**src/rtl/serial_frame_shifter_if.sv**
```systemverilog
// Load/abort request and serial-output bundle between a frame source and the shifter.
interface serial_frame_shifter_if #(
  parameter int WIDTH = 8,
  parameter int LEN_W = 4
);
  logic             load;
  logic [WIDTH-1:0] data_in;
  logic [LEN_W-1:0] len;
  logic             abort;
  logic             x;
  logic             x_valid;
  logic             ready;
  logic             busy;
  logic             done;
  logic             len_err;
  logic [7:0]       frame_cnt;

  modport master (
    output load, data_in, len, abort,
    input  x, x_valid, ready, busy, done, len_err, frame_cnt
  );

  modport slave (
    input  load, data_in, len, abort,
    output x, x_valid, ready, busy, done, len_err, frame_cnt
  );
endinterface

```
**src/rtl/serial_frame_shifter.sv**
```systemverilog
// Parallel-to-serial frame source: shifts the low len bits of a word out MSB-first,
// one bit per clock, with a registered valid flag and a one-cycle done pulse.
module serial_frame_shifter #(
  parameter int WIDTH = 8,
  parameter int LEN_W = 4
) (
  input logic                  CLK,
  input logic                  RESET,
  serial_frame_shifter_if.slave bus
);
  typedef enum logic [1:0] {IDLE = 2'b00, SHIFT = 2'b01, DONE = 2'b10} state_t;

  localparam logic [LEN_W-1:0] WL = LEN_W'(WIDTH);

  state_t           state_q, state_d;
  logic [WIDTH-1:0] sreg_q, sreg_d;
  logic [LEN_W-1:0] cnt_q, cnt_d;
  logic             x_q, x_d;
  logic             xv_q, xv_d;
  logic             done_q, done_d;
  logic             lerr_q, lerr_d;
  logic [7:0]       fcnt_q, fcnt_d;
  logic [LEN_W-1:0] eff_len;
  logic [WIDTH-1:0] loaded;

  always_comb begin
    state_d = state_q;
    sreg_d  = sreg_q;
    cnt_d   = cnt_q;
    x_d     = 1'b0;
    xv_d    = 1'b0;
    done_d  = 1'b0;
    lerr_d  = 1'b0;
    fcnt_d  = fcnt_q;
    // Oversized lengths clamp silently; the word is left-aligned so the MSB is always next out.
    eff_len = (bus.len > WL) ? WL : bus.len;
    loaded  = bus.data_in << (WL - eff_len);
    case (state_q)
      IDLE: begin
        if (bus.load) begin
          if (bus.len == '0) begin
            lerr_d = 1'b1;
          end else begin
            sreg_d  = loaded;
            cnt_d   = eff_len;
            x_d     = loaded[WIDTH-1];
            xv_d    = 1'b1;
            state_d = SHIFT;
          end
        end
      end
      SHIFT: begin
        if (bus.abort) begin
          sreg_d  = '0;
          cnt_d   = '0;
          state_d = IDLE;
        end else if (cnt_q <= LEN_W'(1)) begin
          sreg_d  = '0;
          cnt_d   = '0;
          done_d  = 1'b1;
          fcnt_d  = fcnt_q + 8'd1;
          state_d = DONE;
        end else begin
          sreg_d = sreg_q << 1;
          cnt_d  = cnt_q - LEN_W'(1);
          x_d    = sreg_d[WIDTH-1];
          xv_d   = 1'b1;
        end
      end
      DONE:    state_d = IDLE;
      default: state_d = IDLE;
    endcase
  end

  always_ff @(posedge CLK) begin
    if (RESET) begin
      state_q <= IDLE;
      sreg_q  <= '0;
      cnt_q   <= '0;
      x_q     <= 1'b0;
      xv_q    <= 1'b0;
      done_q  <= 1'b0;
      lerr_q  <= 1'b0;
      fcnt_q  <= 8'd0;
    end else begin
      state_q <= state_d;
      sreg_q  <= sreg_d;
      cnt_q   <= cnt_d;
      x_q     <= x_d;
      xv_q    <= xv_d;
      done_q  <= done_d;
      lerr_q  <= lerr_d;
      fcnt_q  <= fcnt_d;
    end
  end

  assign bus.x         = x_q;
  assign bus.x_valid   = xv_q;
  assign bus.ready     = (state_q == IDLE);
  assign bus.busy      = (state_q != IDLE);
  assign bus.done      = done_q;
  assign bus.len_err   = lerr_q;
  assign bus.frame_cnt = fcnt_q;
endmodule

```
**src/flat_wrapper.sv**
```systemverilog
// flat-port wrapper written by rule: the top's interface ports become plain ports
module serial_frame_shifter_flat 
#(
  parameter int WIDTH = 8,
  parameter int LEN_W = 4
)
  (CLK, RESET, bus_load, bus_data_in, bus_len, bus_abort, bus_x, bus_x_valid, bus_ready, bus_busy, bus_done, bus_len_err, bus_frame_cnt);
  serial_frame_shifter_if #(.WIDTH(WIDTH), .LEN_W(LEN_W)) bus_i ();
  input logic CLK;
  input logic RESET;
  input wire logic [$bits(bus_i.load)-1:0] bus_load;
  input wire logic [$bits(bus_i.data_in)-1:0] bus_data_in;
  input wire logic [$bits(bus_i.len)-1:0] bus_len;
  input wire logic [$bits(bus_i.abort)-1:0] bus_abort;
  output wire logic [$bits(bus_i.x)-1:0] bus_x;
  output wire logic [$bits(bus_i.x_valid)-1:0] bus_x_valid;
  output wire logic [$bits(bus_i.ready)-1:0] bus_ready;
  output wire logic [$bits(bus_i.busy)-1:0] bus_busy;
  output wire logic [$bits(bus_i.done)-1:0] bus_done;
  output wire logic [$bits(bus_i.len_err)-1:0] bus_len_err;
  output wire logic [$bits(bus_i.frame_cnt)-1:0] bus_frame_cnt;
  assign bus_i.load = bus_load;
  assign bus_i.data_in = bus_data_in;
  assign bus_i.len = bus_len;
  assign bus_i.abort = bus_abort;
  assign bus_x = bus_i.x;
  assign bus_x_valid = bus_i.x_valid;
  assign bus_ready = bus_i.ready;
  assign bus_busy = bus_i.busy;
  assign bus_done = bus_i.done;
  assign bus_len_err = bus_i.len_err;
  assign bus_frame_cnt = bus_i.frame_cnt;
  serial_frame_shifter #(.WIDTH(WIDTH), .LEN_W(LEN_W)) u_core (.CLK(CLK), .RESET(RESET), .bus(bus_i));
endmodule
```
**config.mk**
```make
export PLATFORM = sky130hd
export DESIGN_NAME = serial_frame_shifter_flat
export DESIGN_NICKNAME = d
export VERILOG_FILES = /design/src/rtl/serial_frame_shifter_if.sv /design/src/rtl/serial_frame_shifter.sv /design/src/flat_wrapper.sv
export SDC_FILE = /design/constraint.sdc
export NUM_CORES = 1
export LEC_CHECK = 0
export BUFFER_PORTS_ARGS = -buffer_cell sky130_fd_sc_hd__buf_2
export CORE_MARGIN = 2
export CORE_UTILIZATION = 38
export CTS_CLUSTER_DIAMETER = 120
export DETAILED_ROUTE_END_ITERATION = 10
export PLACE_DENSITY = 0.69
export RECOVER_POWER = 100
export SLEW_MARGIN = 20
export SYNTH_ARGS = -nofsm -noshare
export SYNTH_HDL_FRONTEND = slang
export SYNTH_SLANG_ARGS = --single-unit
```
**constraint.sdc**
```tcl
create_clock -name CLK -period 4.7 [get_ports CLK]
set_input_delay 0.94 -clock CLK [delete_from_list [all_inputs] [get_ports CLK]]
set_output_delay 0.94 -clock CLK [all_outputs]
set_load 0.05 [all_outputs]
```
# Yosys cells after proc, flatten, opt, wreduce, memory -nomap -nowiden
# Cells that the tools add are included.
# Widths: inputs -> output; s select.
# word_totals
in_bits,16
ff_bits,25
output_inout_bits,14
word_cells,59
# op_classes
n_lt_le_gt_ge,2
muxes,28
n_bitwise,4
eq_ne,4
n_reduce_logical,9
shift,1
add_sub_neg,3
# ops
operator,n
$mux 7,4
$mux 4,5
$pmux 7 s2,1
$mux 1,10
$reduce_and 3->1,3
$add 8x1->8 const B,1
$mux 2,4
$pmux 4 s2,1
$shl 8x4->8,1
$reduce_or 3->1,2
$gt 4x4->1 const B,1
$le 4x1->1 const B,1
$logic_not 4->1,1
$ne 2x2->1 const B,2
$not 1->1,4
$pmux 1 s2,2
$pmux 2 s2,1
$reduce_bool 2->1,2
$sub 4x1->4 const B,1
$sub 4x4->4 const A,1
$ne 3x2->1 const B,1
$eq 2x1->1 const B,1
$logic_not 2->1,1

# Longest topological paths before layout
# logic_depth
word_depth,7
depth_mapped,10
mapped_depth_nobuf,8

# Worst setup path before layout
# No wires, ideal clock.
# synth_timing
path_kind,input-to-reg
from,input port bus_len[0]
to,register u_core.sreg_q[5]
setup_time_ps,95
required_ps,4605
path_buffers,2
arrival_time_ps,2629
cell_stages,8
slack_ps,1976
cell_sequence,nor2b_1 buf_6 inv_4 ha_1 clkbuf_1 inv_1 or4_1 a221oi_1
# synth_via
elab_chain_cells,7
word_cells_on_any_way,10
cone_classes,add/sub: 1; order compare: 1; eq/ne: 1; shift: 1; mux: 4; reduce/logical: 2
# synth_rtl
item,line,source
start: declaration,flat_wrapper.sv:13,input wire logic [$bits(bus_i.len)-1:0] bus_len;
$gt 4x4->1,serial_frame_shifter.sv:36,eff_len = (bus.len > WL) ? WL : bus.len;
$mux 4,serial_frame_shifter.sv:36,
$sub 4x4->4,serial_frame_shifter.sv:37,loaded = bus.data_in << (WL - eff_len);
$shl 8x4->8,serial_frame_shifter.sv:37,
$mux 7,serial_frame_shifter.sv:41,if (bus.len == '0) begin
$mux 7,serial_frame_shifter.sv:40,if (bus.load) begin
$pmux 7 s2,serial_frame_shifter.sv:38,case (state_q)
end signal: assignment,serial_frame_shifter.sv:87,sreg_q <= sreg_d;
end: declaration,serial_frame_shifter.sv:16,"logic [WIDTH-1:0] sreg_q, sreg_d;"
# Several ways; a longest one is shown, not always the timed one. The select of a mux whose other input is x is not followed.
# A chain may end at the register's enable or synchronous reset.

# Worst setup path after layout
# layout_timing
from,input port bus_len[3]
to,register u_core.sreg_q[5]
# Same word-level chain as after synthesis.

==> impl_metrics.yaml <==
timing:
  final.min_clock_period_ns: 3.62
  rsz0062_at_grt: "false"
  fin_skew_ns: 0.00450
  finalSetupViolCount: 0
  tns_ns: 0
  setup_ws_ns: 1.08
  slew_viol_final: 0
  tightest_slew_ns: 1.23
  fmax_ghz: 0.276
  slew_headroom_pct: 17.6
  final-hold-violation-count: 0
  fin_crit_sh_pct: 77.0
grt:
  grt_pass1_wl_um: 5310
  grt_pass1_vias: 1161
  grt_use_total_pct: 15.9
  overflow: 0
  antenna_found_initial: 0
  grt_max_degree: 26
placement:
  port_buffers: 29
  dp_cells: 228
  place_hpwl_um: 2220
  pre_cts_slack_ns: 1.19
  place.gp.congestion: 0.841
clocking:
  clk_latency_ns: 0.32
  htree_levels: 1
  clockRootBuffer: "clkbuf_4"
  postCtsSetupRepairBufs: 0
  cts_tree: "done"
  clock-sinks: 25
  cts_hold_buf: 0
  clock_path_buffers: 2
  clk_pin_slew_ns: 0.13
  cts_resized: 0
  cts_buffers: 3
logic_synthesis:
  synth_edf_count: 0
  synth.area.top_cells: "dfxtp_1 36%, nor2_1 5.2%, mux2i_1 5.1%"
  syn_area_um2: 1380
  synth_seq_cells: 25
  ys.warnings.count: 0
  yosysUniqueCellTypes: 46
  postSynth.asyncResetShare_pct: 0
  netlist.top_cell.by_area: "dfxtp_1"
  postSynthAreaPerCell_um2: 8.54
  synth_top_area_share_pct: 36.2
  synth_fp_nets: 182
  ys.flop_type: "dfxtp_1"
  synthCells: 162
  ys_seq_area_share_pct: 36.2
drt:
  viasPerCell: 5.38
  drt-met1-wl_um: 1520
  drtPass1Iterations: 4
  dr_total_vias: 1248
  drc: 0
  wl_per_cell_um: 12.8
  ant_nets: 0
  routed_wl_um: 2970
  dr_wl_met2_um: 1210
  drtIter0Drc: 113
  top_layer_used: "met4"
  dr_wl_met3_um: 216
power:
  ir_worst_vdd_mv: 0.141
  p_leak_uw: 0.000553
  powerDensity_nw_per_um2: 278
floorplanning:
  chipWidth_um: 64.3
  die_y_um: 64.3
  num_io_pins: 30
  core_um2: 3420
  start_util_pct: 40.5
  die-area_um2: 4140
  row_count: 21
finish:
  synthToLayoutAreaGrowth_pct: 9.67
  final_cell_mix: "25 x dfxtp_1, 19 x nor2_1, 16 x clkbuf_1, 14 x nand2_1, 13 x buf_2"
  fill_cells: 376
  stdcell_count: 232
  nets: 207
  drive_gt1_share_pct: 11.3
  final_common_cell: "dfxtp_1"
  diodes: 0
flow_run:
  maxCapViolCount: 0
worst_setup_path:
  criticalPathCategory: "input port to register"
  worstPathRequired_ns: 4.93
  cp.arrival_ns: 3.85
  end_kind: "register"
  cp-start-kind: "input port"
  cp_max_fo: 11
worst_hold_path:
  hp-class: "register to register"
outcome:
  outcome: "complete, no violations"
==> metrics by stage <==
| stage | hold WS, ns | total power (uW) | area [um^2] | utilization, % |
|---|---|---|---|---|
| finish | 0.469 | 422 | 1520 | 44.4 |
| global route | 0.521 | 451 | 1520 | 44.4 |
| CTS | 0.472 | 430 | 1560 | 45.8 |
| detailed placement | 0.454 | 333 | 1540 | 44.9 |
| global placement | 0.445 | 333 | 1540 | 44.9 |
| floorplan | 0.436 | 311 | 1380 | - |
==> critical path, stage by stage <==
cell and delay (ns):
clkbuf_1 0.13, nor2b_1 0.58, clkinvlp_2 0.51, ha_1 0.33, xnor2_1 0.64, mux2i_1 0.31, a221oi_1 0.10, a221oi_1 0.31
==> worst paths after layout <==
check / startpoint / endpoint / slack (ns) / cells past startpoint
worst max-delay path: bus_len[3] / u_core.sreg_q[5] / 1.08 / 8
worst max register to register: u_core.state_q[1] / u_core.sreg_q[5] / 2.71 / 4
worst min register to register: u_core.sreg_q[0] / u_core.sreg_q[0] / 0.47 / 2
worst min-delay path: u_core.sreg_q[0] / u_core.sreg_q[0] / 0.47 / 2
==> cell families after synthesis <==
family / share of synthesized area, %
simple gates: 21.1
compound gates: 21.2
flops: 36.2
buf+inv: 7.41
mux: 6.69
xor+xnor: 3.80
fa+ha+maj: 3.62
==> synthesized netlist by cell type (all sizes together), types with 2 or more instances <==
library cell and count:
nor3b 3, a32oi 3, dfxtp 25, inv 13
o21ai 6, xor2 2, a21oi 12, nor2b 5
a221oi 5, nor2 19, xnor2 4, a2111oi 2
and3 2, a31oi 2, or3 2, or4 2
clkbuf 5, nor3 4, nand2 14, a211oi 3
mux2i 7, ha 4, buf 4
==> per-layer routing <==
layer	up-vias	GRT usage, %
li1	630	-
met1	568	23.2
met2	46	24.3
met3	4	3.17
met4	0	3.19
met5	-	0
==> registers in the layout (all words and copies together), names as in the netlist <==
name / cells
u_core.bus.frame_cnt: 8
u_core.bus.x: 1
u_core.bus.x_valid: 1
u_core.cnt_q: 4
u_core.bus.len_err: 1
u_core.state_q: 2
u_core.bus.done: 1
u_core.sreg_q: 7
==> report_power, final <==
part / switching, uW / internal, uW / total [uW] / leakage (uW)
Combinational: 61.8 / 33.9 / 95.7 / 0.000331
Sequential: 8.32 / 222 / 230 / 0.000204
Clock: 64.1 / 31.9 / 95.9 / 0.0000177
Total: 134 / 288 / 422 / 0.000553
==> final cells by class <==
type | count | area (um^2) | share of cell area, %
clock buffer | 3 | 22.5 | 1.48
clock inverter | 1 | 5.00 | 0.330
inverter | 13 | 50.0 | 3.30
multi-input combinational | 115 | 757 | 49.9
sequential | 25 | 500 | 33.0
tap | 46 | 57.6 | 3.79
timing repair buffer | 29 | 125 | 8.24
No activity file was read; power rests on OpenSTA's default activity.
